--- config.mk ---
export PLATFORM = sky130hd
export DESIGN_NAME = uart_tx
export DESIGN_NICKNAME = d
export VERILOG_FILES = /design/src/rtl/uart_pkg.sv /design/src/rtl/uart_tx_fifo.sv /design/src/rtl/uart_tx.sv
export SDC_FILE = /design/constraint.sdc
export NUM_CORES = 1
export LEC_CHECK = 0
export ABC_CLOCK_PERIOD_IN_PS = 2500
export CAP_MARGIN = 20
export CORE_UTILIZATION = 53
export CTS_CLUSTER_SIZE = 12
export DETAILED_ROUTE_END_ITERATION = 8
export PLACE_DENSITY = 0.74
export SETUP_SLACK_MARGIN = 0.15
export SLEW_MARGIN = 20
export SYNTH_ARGS = -nofsm -noshare
export SYNTH_HDL_FRONTEND = slang
export SYNTH_SLANG_ARGS = --single-unit
--- constraint.sdc ---
create_clock -name tx_clk -period 2.5 [get_ports tx_clk]
set_input_delay 0.375 -clock tx_clk [delete_from_list [all_inputs] [get_ports tx_clk]]
set_output_delay 0.375 -clock tx_clk [all_outputs]
set_load 0.005 [all_outputs]
--- src/rtl/uart_pkg.sv ---
// Shared UART definitions: frame FSM state encoding, data width and the baud-rate
// helper used by both the transmitter and the receiver.
package uart_pkg;

  typedef enum logic [2:0] {
    IDLE,
    START,
    DATA,
    PARITY,
    STOP
  } uart_state_e;

  localparam int DATA_BITS = 8;

  // Rounded to nearest, so 10 MHz / 19200 baud yields 521.
  function automatic int clks_per_bit(input int clk_hz, input int baud);
    return (clk_hz + baud / 2) / baud;
  endfunction

endpackage

--- src/rtl/uart_tx_fifo.sv ---
// Synchronous first-word-fall-through FIFO with occupancy count. It is generic in
// width and depth so the receive path can reuse it.
module uart_tx_fifo #(
  parameter int WIDTH = 8,
  parameter int DEPTH = 4
) (
  input  logic                     i_clk,
  input  logic                     i_rst,
  input  logic                     i_push,
  input  logic [WIDTH-1:0]         i_data,
  input  logic                     i_pop,
  output logic [WIDTH-1:0]         o_data,
  output logic                     o_full,
  output logic                     o_empty,
  output logic [$clog2(DEPTH):0]   o_count
);

  localparam int PTR_W = $clog2(DEPTH);
  localparam logic [PTR_W:0] FULL_CNT = (PTR_W + 1)'(DEPTH);

  logic [WIDTH-1:0] r_mem [DEPTH];
  logic [PTR_W-1:0] r_wr_ptr;
  logic [PTR_W-1:0] r_rd_ptr;
  logic [PTR_W:0]   r_count;
  logic             w_push_ok;
  logic             w_pop_ok;

  // A full FIFO refuses a push even when a pop frees a slot in the same cycle.
  assign o_full    = (r_count == FULL_CNT);
  assign o_empty   = (r_count == '0);
  assign w_push_ok = i_push && !o_full;
  assign w_pop_ok  = i_pop && !o_empty;
  assign o_data    = r_mem[r_rd_ptr];
  assign o_count   = r_count;

  // NOTE: storage has no reset; an empty count already makes stale words invisible.
  always_ff @(posedge i_clk) begin
    if (w_push_ok) r_mem[r_wr_ptr] <= i_data;
  end

  // NOTE: registers use <= so every one of them samples pre-edge values.
  always_ff @(posedge i_clk) begin
    if (i_rst) begin
      r_wr_ptr <= '0;
      r_rd_ptr <= '0;
      r_count  <= '0;
    end else begin
      if (w_push_ok) r_wr_ptr <= r_wr_ptr + PTR_W'(1);
      if (w_pop_ok)  r_rd_ptr <= r_rd_ptr + PTR_W'(1);
      case ({w_push_ok, w_pop_ok})
        2'b10:   r_count <= r_count + (PTR_W + 1)'(1);
        2'b01:   r_count <= r_count - (PTR_W + 1)'(1);
        default: r_count <= r_count;
      endcase
    end
  end

endmodule

--- src/rtl/uart_tx.sv ---
// UART transmitter: buffers bytes in a small FIFO and sends 8N1 frames (optional
// parity). tx_out and tx_done are registered from the current state, one cycle behind it.
module uart_tx
  import uart_pkg::*;
#(
  parameter int CLKS_PER_BIT = 521,
  parameter int FIFO_DEPTH   = 4,
  parameter int PARITY_EN    = 0,
  parameter int PARITY_ODD   = 0
) (
  input  logic       tx_clk,
  input  logic       rst,
  input  logic [7:0] tx_in,
  input  logic       tx_valid,
  output logic       tx_ready,
  output logic       tx_out,
  output logic       tx_busy,
  output logic       tx_done
);

  localparam int              CNT_W      = $clog2(CLKS_PER_BIT);
  localparam logic [CNT_W-1:0] LAST_CNT  = CNT_W'(CLKS_PER_BIT - 1);
  localparam logic [2:0]      LAST_BIT   = 3'(DATA_BITS - 1);
  localparam logic            ODD_BIT    = (PARITY_ODD != 0);
  localparam int              FCNT_W     = $clog2(FIFO_DEPTH) + 1;

  uart_state_e       r_state;
  uart_state_e       w_next_state;
  logic [CNT_W-1:0]  r_clk_cnt;
  logic [2:0]        r_bit_idx;
  logic [7:0]        r_shreg;
  logic              r_parity;
  logic              r_tx_out;
  logic              r_done;

  logic [7:0]        w_head;
  logic              w_full;
  logic              w_empty;
  logic [FCNT_W-1:0] w_count;
  logic              w_pop;
  logic              w_bit_end;
  logic              w_tx_out_next;
  logic              w_done_next;

  uart_tx_fifo #(
    .WIDTH (8),
    .DEPTH (FIFO_DEPTH)
  ) u_fifo (
    .i_clk   (tx_clk),
    .i_rst   (rst),
    .i_push  (tx_valid),
    .i_data  (tx_in),
    .i_pop   (w_pop),
    .o_data  (w_head),
    .o_full  (w_full),
    .o_empty (w_empty),
    .o_count (w_count)
  );

  assign w_bit_end = (r_clk_cnt == LAST_CNT);
  assign tx_ready  = !w_full;
  assign tx_busy   = (r_state != IDLE) || (w_count != '0);
  assign tx_out    = r_tx_out;
  assign tx_done   = r_done;

  always_ff @(posedge tx_clk) begin
    if (rst) r_state <= IDLE;
    else     r_state <= w_next_state;
  end

  always_comb begin
    // NOTE: every signal driven here gets a default first, so no path can infer a latch.
    w_next_state  = r_state;
    w_pop         = 1'b0;
    w_done_next   = 1'b0;
    w_tx_out_next = 1'b1;
    unique case (r_state)
      IDLE: begin
        if (!w_empty) begin
          w_pop        = 1'b1;
          w_next_state = START;
        end
      end
      START: begin
        w_tx_out_next = 1'b0;
        if (w_bit_end) w_next_state = DATA;
      end
      DATA: begin
        w_tx_out_next = r_shreg[0];
        if (w_bit_end && r_bit_idx == LAST_BIT) begin
          if (PARITY_EN != 0) w_next_state = PARITY;
          else                w_next_state = STOP;
        end
      end
      PARITY: begin
        w_tx_out_next = r_parity;
        if (w_bit_end) w_next_state = STOP;
      end
      STOP: begin
        if (w_bit_end) begin
          w_done_next = 1'b1;
          // Chain straight into the next frame so queued bytes leave with no idle gap.
          if (!w_empty) begin
            w_pop        = 1'b1;
            w_next_state = START;
          end else begin
            w_next_state = IDLE;
          end
        end
      end
      default: w_next_state = IDLE;
    endcase
  end

  always_ff @(posedge tx_clk) begin
    if (rst) begin
      r_clk_cnt <= '0;
      r_bit_idx <= '0;
      r_shreg   <= '0;
      r_parity  <= 1'b0;
      r_tx_out  <= 1'b1;
      r_done    <= 1'b0;
    end else begin
      r_tx_out <= w_tx_out_next;
      r_done   <= w_done_next;
      if (w_pop) begin
        r_shreg   <= w_head;
        r_bit_idx <= '0;
        r_clk_cnt <= '0;
        // Taken from the popped byte; the shift register is consumed as bits go out.
        r_parity  <= (^w_head) ^ ODD_BIT;
      end else if (r_state != IDLE) begin
        r_clk_cnt <= w_bit_end ? '0 : r_clk_cnt + CNT_W'(1);
        if (r_state == DATA && w_bit_end) begin
          r_shreg   <= {1'b0, r_shreg[7:1]};
          r_bit_idx <= r_bit_idx + 3'd1;
        end
      end
    end
  end

endmodule

==> run_results.csv <==
group,metric,value,unit
clock_tree,clockRootBuffer,"clkbuf_8",
timing,hold_viol_final,0,
synthesis,synth_warnings,0,
drt,drtIter0Drc,66,
drt,via_count,1812,
power,powerDensity,1120,mW/mm^2
drt,drtAntennaViolNets,0,
timing,period_needed,2.232,ns
die,die_area,0.005884,sq mm
timing,maxSlewHeadroom,61.15,%
die,ioPinCount,15,
synthesis,synth_flop_cell,"dfxtp_1",
global_routing,gr-total-overflow,0,
critical_path,startpoint_type,"flip-flop",
die,num_rows,26,
timing,fin_ws,0.2676,ns
clock_tree,clkSinkCount,68,
synthesis,synth-edff-count,32,
synthesis,avgSynthCellArea,12.02,sq um
die,core-area,0.005238,sq mm
critical_path,critPathRequiredTime,2.78,ns
drt,wl,4883,um
timing,rsz0062_at_grt,"no",
drt,wl_per_cell,14.36,um
outcome,status,"complete, no violations",
global_routing,grt_use_total,18.68,%
die,start_util,56.47,%
synthesis,syn-instance-count,246,
drt,drc,0,
clock_tree,clk_pin_slew,0.07,ns
critical_path,endpoint_kind,"flip-flop",
power,p_leak,1.185,nW
layout,area_growth,14.59,%
timing,timing.final.crit_share,89.30,%
power,vdd_drop_max,0.5507,mV
synthesis,seq_area_frac_synth,56.85,%
global_routing,grt_pass1_vias,1778,
timing,worstMarginPinSlew,0.5828,ns
critical_path,crit_fanout,5,
placed_design,post-place-ws,0.1625,ns
clock_tree,htreeDepth,3,
timing,tns,0,ns
job,maxCapViolations,0,
drt,first_pass_iters,4,
hold_path,hold_path_class,"flip-flop to flip-flop",
drt,met1Wirelength,2191,um
layout,diodes,0,
clock_tree,cts_hold_buf,0,
layout,layout-drive-gt1-share,15.56,%
synthesis,async_flop_share,0,%
clock_tree,cts_buffers,9,
die,die_w,76.71,um
global_routing,grt_pass1_wl,8224,um
critical_path,arrival,2.51,ns
timing,setup-violations-final,0,
synthesis,syn_nets,267,
synthesis,ys_types,40,
drt,dr.max_layer_used,"met4",
layout,nNetsFinal,286,
synthesis,synth_area,0.002958,sq mm
drt,wl_met2,2368,um
clock_tree,cts_buffer_depth,2,
placed_design,dp_hpwl,3226,um
timing,skew,0.003925,ns
die,fp.dieH,76.71,um
clock_tree,cts_tree,"built",
global_routing,antenna_found_initial,0,
drt,vias_per_cell,5.329,
drt,met3_length,238,um
global_routing,grt_max_degree,19,
clock_tree,insertion_delay,0.34,ns
timing,drv_slew,0,
timing,holdWs,0.4784,ns
placed_design,routabilityCongestion,0.7631,
timing,fmax,447.9,MHz
placed_design,port_buffers,14,
critical_path,path_class,"flip-flop to flip-flop",
synthesis,synth-seq-cells,68,
==> through the flow <==
stage | util, % | cells | total power (W) | area, sq um
after detailed placement | 60.27 | 323 | 0.002895 | 3157
after global placement | 60.27 | 323 | 0.002860 | 3157
after global routing | 64.72 | 340 | 0.004030 | 3390
after CTS | 64.19 | 339 | 0.003811 | 3362
final | 64.72 | 340 | 0.003797 | 3390
after floorplan | - | 246 | 0.002589 | 2963
==> worst max-delay path, stage by stage, from the launching register on <==
cell	delay, ns
dfxtp_2	0.36
nor4_4	0.27
nand4_1	0.19
a21oi_4	0.24
ha_4	0.16
inv_1	0.05
fa_2	0.33
xor2_1	0.15
or3_1	0.31
a21oi_1	0.12
==> synthesized netlist by cell type, types with 2 or more instances <==
master,number,area (sq um)
dfxtp_1,36,720.7
edfxtp_1,32,960.9
nor2_1,25,93.84
nand2_1,16,60.06
nand3_1,13,65.06
xnor2_1,12,105.1
a21oi_1,10,50.05
inv_1,10,37.54
ha_1,9,112.6
xor2_1,9,78.83
mux4_2,8,180.2
a311oi_1,7,61.31
or3_1,7,43.79
nor3_1,6,30.03
buf_2,5,25.02
and3_1,4,25.02
nor3b_1,4,30.03
clkbuf_1,3,11.26
a211oi_1,2,15.01
and4_1,2,17.52
buf_4,2,15.01
buf_6,2,22.52
mux2i_1,2,20.02
nand2b_1,2,12.51
nand4_1,2,12.51
o21ai_0,2,10.01
==> area by class of cell <==
| type | count | area, sq um |
|---|---|---|
| tap | 70 | 87.58 |
| multi-input combinational | 155 | 1190 |
| clock inverter | 7 | 75.07 |
| clock buffer | 9 | 123.9 |
| fill | 417 | 1848 |
| timing repair buffer | 21 | 192.7 |
| sequential | 68 | 1683 |
| inverter | 10 | 37.54 |
==> report_power, final <==
group	total [W]	internal (W)	switching [W]
registers	0.00145	0.00135	0.000108
logic	0.00145	0.000658	0.000792
clock network	0.000893	0.000465	0.000428
==> what timing repair did <==
item                       4_1_cts  5_1_grt
gates resized for setup          1        3
pin swaps                        1        3
setup endpoints to repair        1        1
setup buffers                    0        1
cloned                           0        0
==> worst paths after layout <==
path / start / endpoint / slack (ns) / cells after the start
worst min register to register: r_shreg[2] / r_shreg[1] / 0.48 / 2
worst min-delay path: r_shreg[2] / r_shreg[1] / 0.48 / 2
worst max-delay path: r_clk_cnt[5] / u_fifo.o_count[2] / 0.27 / 9
worst max register to register: r_clk_cnt[5] / u_fifo.o_count[2] / 0.27 / 9
==> placed cells by master (no fill, tap or decap), types with 7 or more instances in the layout <==
master,instances
nand3_1,13
xor2_1,9
edfxtp_1,32
a311oi_1,7
nand2_1,16
xnor2_1,12
clkdlybuf4s50_1,14
a21oi_1,10
buf_4,7
nor2_1,25
mux4_2,8
or3_1,7
ha_1,8
clkbuf_8,9
dfxtp_1,35
inv_1,10
==> routing by layer <==
layer	vias up	track usage [%]
li1	919	-
met1	851	23.02
met2	34	29.20
met3	8	6.786
met4	0	8.654
met5	-	0
==> cell families after synthesis <==
logic type      Yosys count  synth area share, %
simple gates             87                14.81
flops                    68                56.85
compound gates           26                6.557
buf+inv                  23                3.934
xor+xnor                 21                6.218
mux                      11                7.149
fa+ha+maj                10                4.484
==> registers in the layout (all words and copies together), names as in the netlist, 2 cells and up, named ones only <==
| signal | flops |
|---|---|
| r_bit_idx | 3 |
| r_clk_cnt | 10 |
| r_shreg | 8 |
| r_state | 3 |
| u_fifo.o_count | 3 |
| u_fifo.r_mem | 32 |
| u_fifo.r_rd_ptr | 2 |
| u_fifo.r_wr_ptr | 2 |
No activity file was read; power rests on OpenSTA's default activity.
